$ cat src/rtl/if_stage_ifid_pkg.sv
// Shared pipeline definitions for the fetch stage and its consumers.
// IF/ID bundle, opcodes and bubble/halt words live here.
package if_stage_ifid_pkg;

   localparam int          PKG_XLEN = 64;
   localparam logic [31:0] PKG_NOP  = 32'h0000_0013;
   localparam logic [31:0] PKG_HALT = 32'h0000_0000;

   localparam logic [6:0] OPC_LOAD   = 7'b0000011;
   localparam logic [6:0] OPC_STORE  = 7'b0100011;
   localparam logic [6:0] OPC_BRANCH = 7'b1100011;

   typedef struct packed {
      logic [PKG_XLEN-1:0] pc;
      logic [31:0]         instr;
      logic                valid;
   } ifid_t;

   typedef enum logic {
      ST_RUN,
      ST_HALT
   } fetch_st_t;

   typedef enum logic [1:0] {
      SEL_BRANCH,
      SEL_STALL,
      SEL_HOLD,
      SEL_SEQ
   } pc_sel_t;

endpackage

$ cat src/rtl/if_stage_ifid_pc_next_sel.sv
// Next-PC priority mux: redirect, stall, halt hold, sequential.
// The selected source also steers the IF/ID update in the top.
module if_stage_ifid_pc_next_sel
   import if_stage_ifid_pkg::*;
#(
   parameter int XLEN = PKG_XLEN
) (
   input  logic [XLEN-1:0] pc,
   input  logic            branch_taken,
   input  logic [XLEN-1:0] branch_target,
   input  logic            stall,
   input  logic            hold,
   output logic [XLEN-1:0] pc_next,
   output pc_sel_t         sel,
   output logic            target_misaligned
);

   // Overlapping requests are legal, so this must be a priority decode.
   always_comb begin
      sel = SEL_SEQ;
      priority case (1'b1)
         branch_taken: sel = SEL_BRANCH;
         stall:        sel = SEL_STALL;
         hold:         sel = SEL_HOLD;
         default:      sel = SEL_SEQ;
      endcase
   end

   always_comb begin
      pc_next = pc;
      unique case (sel)
         SEL_BRANCH: pc_next = {branch_target[XLEN-1:2], 2'b00};
         SEL_SEQ:    pc_next = pc + XLEN'(4);
         default:    pc_next = pc;
      endcase
   end

   assign target_misaligned = branch_taken && (branch_target[1:0] != 2'b00);

endmodule

$ cat src/rtl/if_stage_ifid.sv
// Instruction fetch stage with the IF/ID pipeline register.
// Owns the PC, honours stall/flush, stops on the halt word.
module if_stage_ifid
   import if_stage_ifid_pkg::*;
#(
   parameter int               XLEN       = PKG_XLEN,
   parameter logic [XLEN-1:0]  RESET_PC   = '0,
   parameter logic [31:0]      NOP_INSTR  = PKG_NOP,
   parameter logic [31:0]      HALT_INSTR = PKG_HALT
) (
   input  logic            clk,
   input  logic            reset,
   input  logic            stall,
   input  logic            branch_taken,
   input  logic [XLEN-1:0] branch_target,
   output logic [XLEN-1:0] imem_addr,
   input  logic [31:0]     imem_rdata,
   output logic [XLEN-1:0] pc,
   output logic [XLEN-1:0] ifid_pc,
   output logic [31:0]     ifid_instr,
   output logic            ifid_valid,
   output logic            halted,
   output logic            misaligned,
   output logic [31:0]     fetch_count
);

   fetch_st_t       state;
   fetch_st_t       state_next;
   pc_sel_t         sel;
   ifid_t           ifid_q;
   logic [XLEN-1:0] pc_next;
   logic            halt_word;
   logic            hold;
   logic            target_mis;

   assign halt_word = (imem_rdata == HALT_INSTR);
   assign hold      = (state == ST_HALT) || halt_word;
   assign imem_addr = pc;

   if_stage_ifid_pc_next_sel #(
      .XLEN (XLEN)
   ) u_sel (
      .pc                (pc),
      .branch_taken      (branch_taken),
      .branch_target     (branch_target),
      .stall             (stall),
      .hold              (hold),
      .pc_next           (pc_next),
      .sel               (sel),
      .target_misaligned (target_mis)
   );

   always_ff @(posedge clk or posedge reset) begin
      if (reset) state <= ST_RUN;
      else       state <= state_next;
   end

   always_comb begin
      state_next = state;
      unique case (state)
         ST_RUN:  if (sel == SEL_HOLD) state_next = ST_HALT;
         ST_HALT: if (branch_taken)    state_next = ST_RUN;
         default: state_next = ST_RUN;
      endcase
   end

   always_comb begin
      halted = (state == ST_HALT);
   end

   always_ff @(posedge clk or posedge reset) begin
      if (reset) begin
         pc          <= RESET_PC;
         ifid_q      <= '{pc: '0, instr: NOP_INSTR, valid: 1'b0};
         misaligned  <= 1'b0;
         fetch_count <= '0;
      end else begin
         pc <= pc_next;
         if (target_mis) misaligned <= 1'b1;
         unique case (sel)
            SEL_BRANCH: ifid_q <= '{pc: '0, instr: NOP_INSTR, valid: 1'b0};
            SEL_STALL:  ifid_q <= ifid_q;
            SEL_HOLD: begin
               ifid_q.instr <= NOP_INSTR;
               ifid_q.valid <= 1'b0;
            end
            SEL_SEQ: begin
               ifid_q      <= '{pc: pc, instr: imem_rdata, valid: 1'b1};
               fetch_count <= fetch_count + 32'd1;
            end
            default: ifid_q <= ifid_q;
         endcase
      end
   end

   assign ifid_pc    = ifid_q.pc;
   assign ifid_instr = ifid_q.instr;
   assign ifid_valid = ifid_q.valid;

endmodule

$ cat config.mk
export PLATFORM = sky130hd
export DESIGN_NAME = if_stage_ifid
export DESIGN_NICKNAME = d
export VERILOG_FILES = /design/src/rtl/if_stage_ifid_pkg.sv /design/src/rtl/if_stage_ifid_pc_next_sel.sv /design/src/rtl/if_stage_ifid.sv
export SDC_FILE = /design/constraint.sdc
export NUM_CORES = 1
export LEC_CHECK = 0
export ABC_AREA = 1
export BUFFER_PORTS_ARGS = -buffer_cell sky130_fd_sc_hd__buf_2
export CORE_MARGIN = 2
export CORE_UTILIZATION = 45
export CTS_BUF_LIST = sky130_fd_sc_hd__clkbuf_8
export CTS_CLUSTER_SIZE = 20
export DETAILED_ROUTE_END_ITERATION = 7
export PLACE_DENSITY = 0.81
export SYNTH_ARGS = -nofsm -noshare
export SYNTH_HDL_FRONTEND = slang
export SYNTH_SLANG_ARGS = --single-unit
$ cat constraint.sdc
create_clock -name clk -period 5.9 [get_ports clk]
set_input_delay 0.295 -clock clk [delete_from_list [all_inputs] [get_ports clk]]
set_output_delay 0.295 -clock clk [all_outputs]
set_load 0.05 [all_outputs]
==> run_results.csv, run 1 <==
group,metric,value,unit
critical_path,cp_max_fo,55,
critical_path,critPathRequiredTime,6.29,ns
timing,setup_ws,2.90,ns
global_route,grt_pass1_wl,57.3,mm
outcome,status,"completed",
logic_synthesis,synth_most_common_cell,"nand2_1",
critical_path,crit_chain,"nor3_1 > nor2_1 > inv_1 > ha_4 > nor2_4 > inv_2 > buf_4 > nand2_1 > nand2_1 > nand2_1",
floorplan,die_y,160,um
global_route,grt-ovfl-total,0,
final_layout,fin_area,13000,um^2
clock_network,postCtsHoldBufs,0,
final_layout,fin_util,53.6,%
final_layout,drive_gt1_share,25.0,%
pwr,p_comb_share,51.6,%
pwr,p_switching,3.59,mW
timing,drv_slew,0,
critical_path,worstPathArrival,3.38,ns
timing,fin_tns_setup,0,ns
timing,relSlewSlack,31.9,%
logic_synthesis,netlist_area,11000,um^2
logic_synthesis,synth_fa_ha_area_share,0.569,%
pwr,p_int,2.58,mW
clock_network,clk_path_buf_depth,2,
logic_synthesis,synth_compound_area_share,10.0,%
pwr,total_power,6.17,mW
final_layout,area_delta_synth_final,17.9,%
floorplan,die_x,160,um
critical_path,path_buf_inv,3,
detailed_routing,drt_iter0_drc,1002,
job,drv_cap,0,
logic_synthesis,synthXorXnorAreaFrac,2.71,%
detailed_routing,drc,0,
detailed_routing,wl_per_cell,17.6,um
timing,fmax,333,MHz
clock_network,cts-resized-gates,0,
floorplan,start_util,45.5,%
timing,fin_crit,3.00,ns
critical_path,critPathMaxStageDelay,0.67,ns
detailed_routing,dr.pass1.iters,5,
critical_path,setup.worst_path.start_class,"flop",
floorplan,ios,359,
clock_network,cts_root_buf,"clkbuf_8",
detailed_routing,detail-route-antenna-nets,0,
critical_path,end_kind,"flop",
pwr,powerDensity,476,nW/um^2
logic_synthesis,yosys_warnings,0,
logic_synthesis,synth_top_family_by_area,"simple AND/OR/NAND/NOR gates",
pwr,leakagePower,7.03,nW
global_route,grt_max_degree,144,
timing,hold_viol,0,
floorplan,die_area,25700,um^2
clock_network,cts_setup_buffers,0,
clock_network,clock_latency,0.50,ns
critical_path,crit_family,"buffers and inverters",
logic_synthesis,syn_avg_cell_area,7.25,um^2
pwr,pwr-share-seq,33.8,%
logic_synthesis,yosysSeqAreaShare,43.7,%
placed_design,hpwl,28.0,mm
clock_network,cts_tree,"yes",
detailed_routing,vias,11160,
critical_path,path_class,"flop to flop",
pwr,swShare,58.2,%
logic_synthesis,synth_cells,1517,
clock_network,cts.sinks,192,
timing,setup_violations,0,
global_route,grt_pass1_vias,10236,
detailed_routing,wirelength,37.4,mm
logic_synthesis,yosys.area.top_type_share,43.0,%
placed_design,dp_slack,2.42,ns
final_layout,nets,1888,
clock_network,path_clk_slew,0.11,ns
logic_synthesis,synth_top_area_cell,"dfrtp_1",
placed_design,gp_congestion,0.943,
global_route,antenna_found_initial,3,
critical_path,cp_slowest_cell,"ha_4",
timing,skew,0.0289,ns
timing,rsz0062_at_grt,"no",
floorplan,core-area,24200,um^2
placed_design,placed_area,12600,um^2
logic_synthesis,synth-seq-cells,192,
global_route,grt.total_usage,28.6,%
logic_synthesis,synthDistinctLibCells,42,
timing,worst_slew_pin_slew,1.02,ns
clock_network,cts.htree.levels,4,
logic_synthesis,ys.flop_type,"dfrtp_1",
pwr,p_clk_share,14.6,%
pwr,ir_drop,0.320,mV
logic_synthesis,synth_common_cells,"nand2_1 (528), dfrtp_1 (189), nor2_1 (167), inv_1 (139), o21ai_0 (93)",
logic_synthesis,synthTopCellsByArea,"dfrtp_1 (43%), nand2_1 (18%), nor2_1 (5.7%), inv_1 (4.7%), buf_4 (4.6%)",
hold_path,hold_path.class,"input port to asynchronous set/reset pin",
logic_synthesis,synthSimpleGateAreaFrac,31.5,%
critical_path,critPathMostFrequentCell,"nand2_1",
floorplan,row_count,57,
clock_network,numCtsBuffers,17,
logic_synthesis,async_reset_ff_share,100,%
timing,finalCritPeriodShare,50.8,%
logic_synthesis,synth_edf_count,0,
logic_synthesis,synthMuxAreaShare,0,%
detailed_routing,via_per_inst,5.26,
placed_design,io_buffer_count,354,
[registers in the layout (all words and copies together) (netlist names)]
name	flops
ifid_valid	1
fetch_count	32
halted	1
ifid_pc	63
imem_addr	62
misaligned	1
ifid_instr	32
[final timing paths]
path / start / end / slack, ns / cells after the start
worst max-delay path: halted / imem_addr[45] / 2.90 / 10
worst min-delay path: reset / fetch_count[17] / 0.02 / 2
worst max register to register: halted / imem_addr[45] / 2.90 / 10
worst min register to register: misaligned / misaligned / 0.49 / 2
max in group asynchronous: reset / ifid_pc[23] / 4.50 / 3
min in group clk: branch_target[3] / imem_addr[3] / 0.06 / 3
[layer usage]
metal	vias to the layer above	wire, um	global-route usage (%)
met3	70	2600	3.72
met4	0	1160	10.7
met5	-	0	0
li1	5261	-	-
met1	5297	15800	38.1
met2	532	17800	48.0
[power groups by stage]
stage / combinational (mW) / sequential [mW] / clock (mW)
finish: 3.18 / 2.08 / 0.901
global route: 3.36 / 2.13 / 0.962
CTS: 3.18 / 2.07 / 0.913
detailed placement: 3.17 / 2.09 / 0
global placement: 3.15 / 2.08 / 0
floorplan: 1.72 / 2.91 / 0
[area by class of cell]
class,count,area [um^2]
Fill cell,2402,11200
Multi-Input combinational cell,1063,4960
Sequential cell,192,4810
Timing Repair Buffer,361,1820
Inverter,148,563
Tap cell,324,405
Clock buffer,18,248
Clock inverter,14,146
Antenna cell,3,7.51
[cells by family (layout without fill, tap and decap cells)]
kind of cell	after synthesis	after routing
AOI/OAI and AO/OA	190	190
xor gates and xnor gates	34	34
adders and majority gates	5	5
buffers and inverters	265	541
DFF	192	192
other	1	7
and+or+nand+nor	830	830
[placed cells by master, fill, tap and decap left out, types with 4 or more instances in the layout]
cell type | netlist | routed
inv_8 | 0 | 5
nand2_1 | 528 | 528
xnor2_1 | 13 | 13
a21oi_1 | 13 | 13
buf_2 | 8 | 354
nor3_1 | 9 | 9
buf_4 | 68 | 7
ha_1 | 5 | 4
o22ai_1 | 7 | 7
xor2_1 | 21 | 21
nand4_1 | 20 | 20
conb_1 | 1 | 4
a22o_1 | 9 | 9
o21ai_1 | 26 | 26
dfrtp_1 | 189 | 189
o31ai_1 | 27 | 27
clkbuf_8 | 0 | 18
nor2_2 | 14 | 14
nor2_4 | 9 | 10
o21ai_0 | 93 | 93
inv_1 | 139 | 137
inv_2 | 8 | 9
a31oi_1 | 5 | 5
nand3_1 | 61 | 61
nor2_1 | 167 | 166
nand2_2 | 11 | 11
[per-stage QoR]
stage               hold WS [ns]  cells
floorplan                  0.384   1520
global placement           0.445   2088
detailed placement         0.466   2088
CTS                       0.0365   2120
global route              0.0420   2123
finish                    0.0175   2123
Note: power is estimated with default switching activity, not from simulation.
==> run 2, diff against run 1 <==
==> constraint.sdc (replaced) <==
create_clock -name clk -period 2.5 [get_ports clk]
set_input_delay 0.125 -clock clk [delete_from_list [all_inputs] [get_ports clk]]
set_output_delay 0.125 -clock clk [all_outputs]
set_load 0.05 [all_outputs]
==> run_results.csv, run 2 (synthesis results as in run 1) <==
group,metric,value,unit
outcome,status,"completed",
pwr,ir_drop,0.801,mV
timing,hold_slack,0.0304,ns
floorplan,row_count,57,
placed_design,hpwl,27.6,mm
hold_path,hold_path.class,"input port to flop",
pwr,total_power,14.9,mW
critical_path,path_class,"input port to flop",
critical_path,cp_max_fo,27,
detailed_routing,routed.top_layer,"met4",
floorplan,die_area,25700,um^2
final_layout,diodes,0,
global_route,grt-ovfl-total,0,
clock_network,clk_path_buf_depth,2,
timing,fmax,437,MHz
clock_network,path_clk_slew,0.11,ns
timing,setup_ws,0.211,ns
global_route,antenna_found_initial,0,
detailed_routing,drc,0,
placed_design,dp_slack,0.182,ns
final_layout,drive_gt1_share,24.5,%
timing,hold_viol,0,
detailed_routing,vias,11638,
timing,skew,0.0218,ns
floorplan,core-area,24200,um^2
critical_path,worstPathArrival,2.66,ns
placed_design,io_buffer_count,354,
floorplan,die_x,160,um
clock_network,cts_root_buf,"clkbuf_8",
critical_path,end_kind,"flop",
detailed_routing,met3_length,2.82,mm
final_layout,layout_common_cells,"nand2_1 (528), buf_2 (354), dfrtp_1 (189)",
critical_path,setup.worst_path.start_class,"input port",
critical_path,critPathRequiredTime,2.87,ns
detailed_routing,detail-route-antenna-nets,0,
detailed_routing,wl_per_cell,17.4,um
floorplan,die_y,160,um
timing,fin_crit,2.29,ns
detailed_routing,drt_iter0_drc,1029,
final_layout,final_common_cell,"nand2_1",
detailed_routing,dr.pass1.iters,5,
clock_network,numCtsBuffers,17,
timing,drv_slew,0,
detailed_routing,via_per_inst,5.21,
timing,worst_slew_pin_slew,0.693,ns
detailed_routing,wl_met1,16.0,mm
timing,finalCritPeriodShare,91.6,%
job,drv_cap,0,
floorplan,start_util,45.5,%
floorplan,ios,359,
global_route,grt_pass1_wl,59.5,mm
global_route,grt.total_usage,29.7,%
final_layout,nets,2003,
pwr,powerDensity,1050,nW/um^2
detailed_routing,wl_met2,18.4,mm
final_layout,largest_reg_flops,63,
clock_network,clock_latency,0.49,ns
timing,setup_violations,0,
detailed_routing,wirelength,38.9,mm
placed_design,gp_congestion,0.967,
timing,rsz0062_at_grt,"no",
clock_network,cts.sinks,192,
global_route,grt_pass1_vias,10912,
global_route,grt_max_degree,122,
critical_path,ff2ff_setup_slack,0.27,ns
clock_network,cts.htree.levels,4,
timing,relSlewSlack,53.8,%
final_layout,area_delta_synth_final,29.1,%
pwr,leakagePower,7.57,nW
clock_network,cts_tree,"yes",
run 2: cell count changes in the layout (fill, tap and decap cells not counted), moves of 3 or more:
| cell | before | now |
|---|---|---|
| buf_4 | 7 | 16 |
| buf_12 | 0 | 8 |
| inv_8 | 5 | 1 |
| clkinv_8 | 0 | 5 |
| diode_2 | 3 | 0 |
| dlygate4sd3_1 | 0 | 96 |
run 2: layer usage:
layer  vias to the layer above  global-route usage [%]
met1                      5383                    38.3
met5                         -                       0
met4                         0                    12.6
met3                       121                    5.09
met2                       638                    49.5
li1                       5496                       -
run 2: final timing paths:
kind	startpoint	end	cells after the start
max	imem_rdata[30]	imem_addr[22]	15
max reg2reg	imem_addr[3]	imem_addr[26]	9
min reg2reg	misaligned	misaligned	2
max in group asynchronous	reset	fetch_count[12]	4
min	branch_target[36]	imem_addr[36]	4
min in group asynchronous	reset	ifid_valid	4
run 2: critical path, stage by stage:
cell and delay (ns):
dlygate4sd3_1 0.54, buf_2 0.13, nor2_1 0.11, nand3_1 0.10
nor2_1 0.16, nand2_1 0.09, nor2_1 0.10, nor3_1 0.05
nor2_1 0.13, inv_1 0.10, ha_4 0.20, buf_4 0.15
buf_4 0.22, o21ai_0 0.32, o21ai_1 0.12
run 2: where the power goes:
| part | total (mW) | switching [mW] | leakage [nW] | internal (mW) |
|---|---|---|---|---|
| clock network | 2.17 | 1.31 | 0.208 | 0.854 |
| registers | 4.89 | 1.15 | 2.50 | 3.74 |
| logic | 7.81 | 6.10 | 4.87 | 1.71 |
run 2: per-stage QoR:
step           setup TNS (ns)  util [%]  cell area (um^2)  instances
2_1_floorplan          -18.71         -             11000       1520
3_3_place_gp                0      52.7             12800       2101
3_5_place_dp                0      52.7             12800       2101
4_1_cts                     0      58.5             14100       2229
5_1_grt                     0      58.7             14200       2235
6_report                    0      58.7             14200       2235
run 2: layout make-up:
cell class	instances	area, um^2
Timing Repair Buffer	476	3040
Tap cell	324	405
Clock buffer	17	234
Inverter	148	559
Multi-Input combinational cell	1063	4960
Fill cell	2171	9980
Clock inverter	15	191
Sequential cell	192	4810
run 2: timing repair:
| action | CTS | global route |
|---|---|---|
| hold buffers | 96 | 0 |
| endpoints found under the hold margin | 283 | 0 |
| buffers inserted | 0 | 5 |
| setup endpoints to repair | 0 | 7 |
| resized for setup | 0 | 2 |
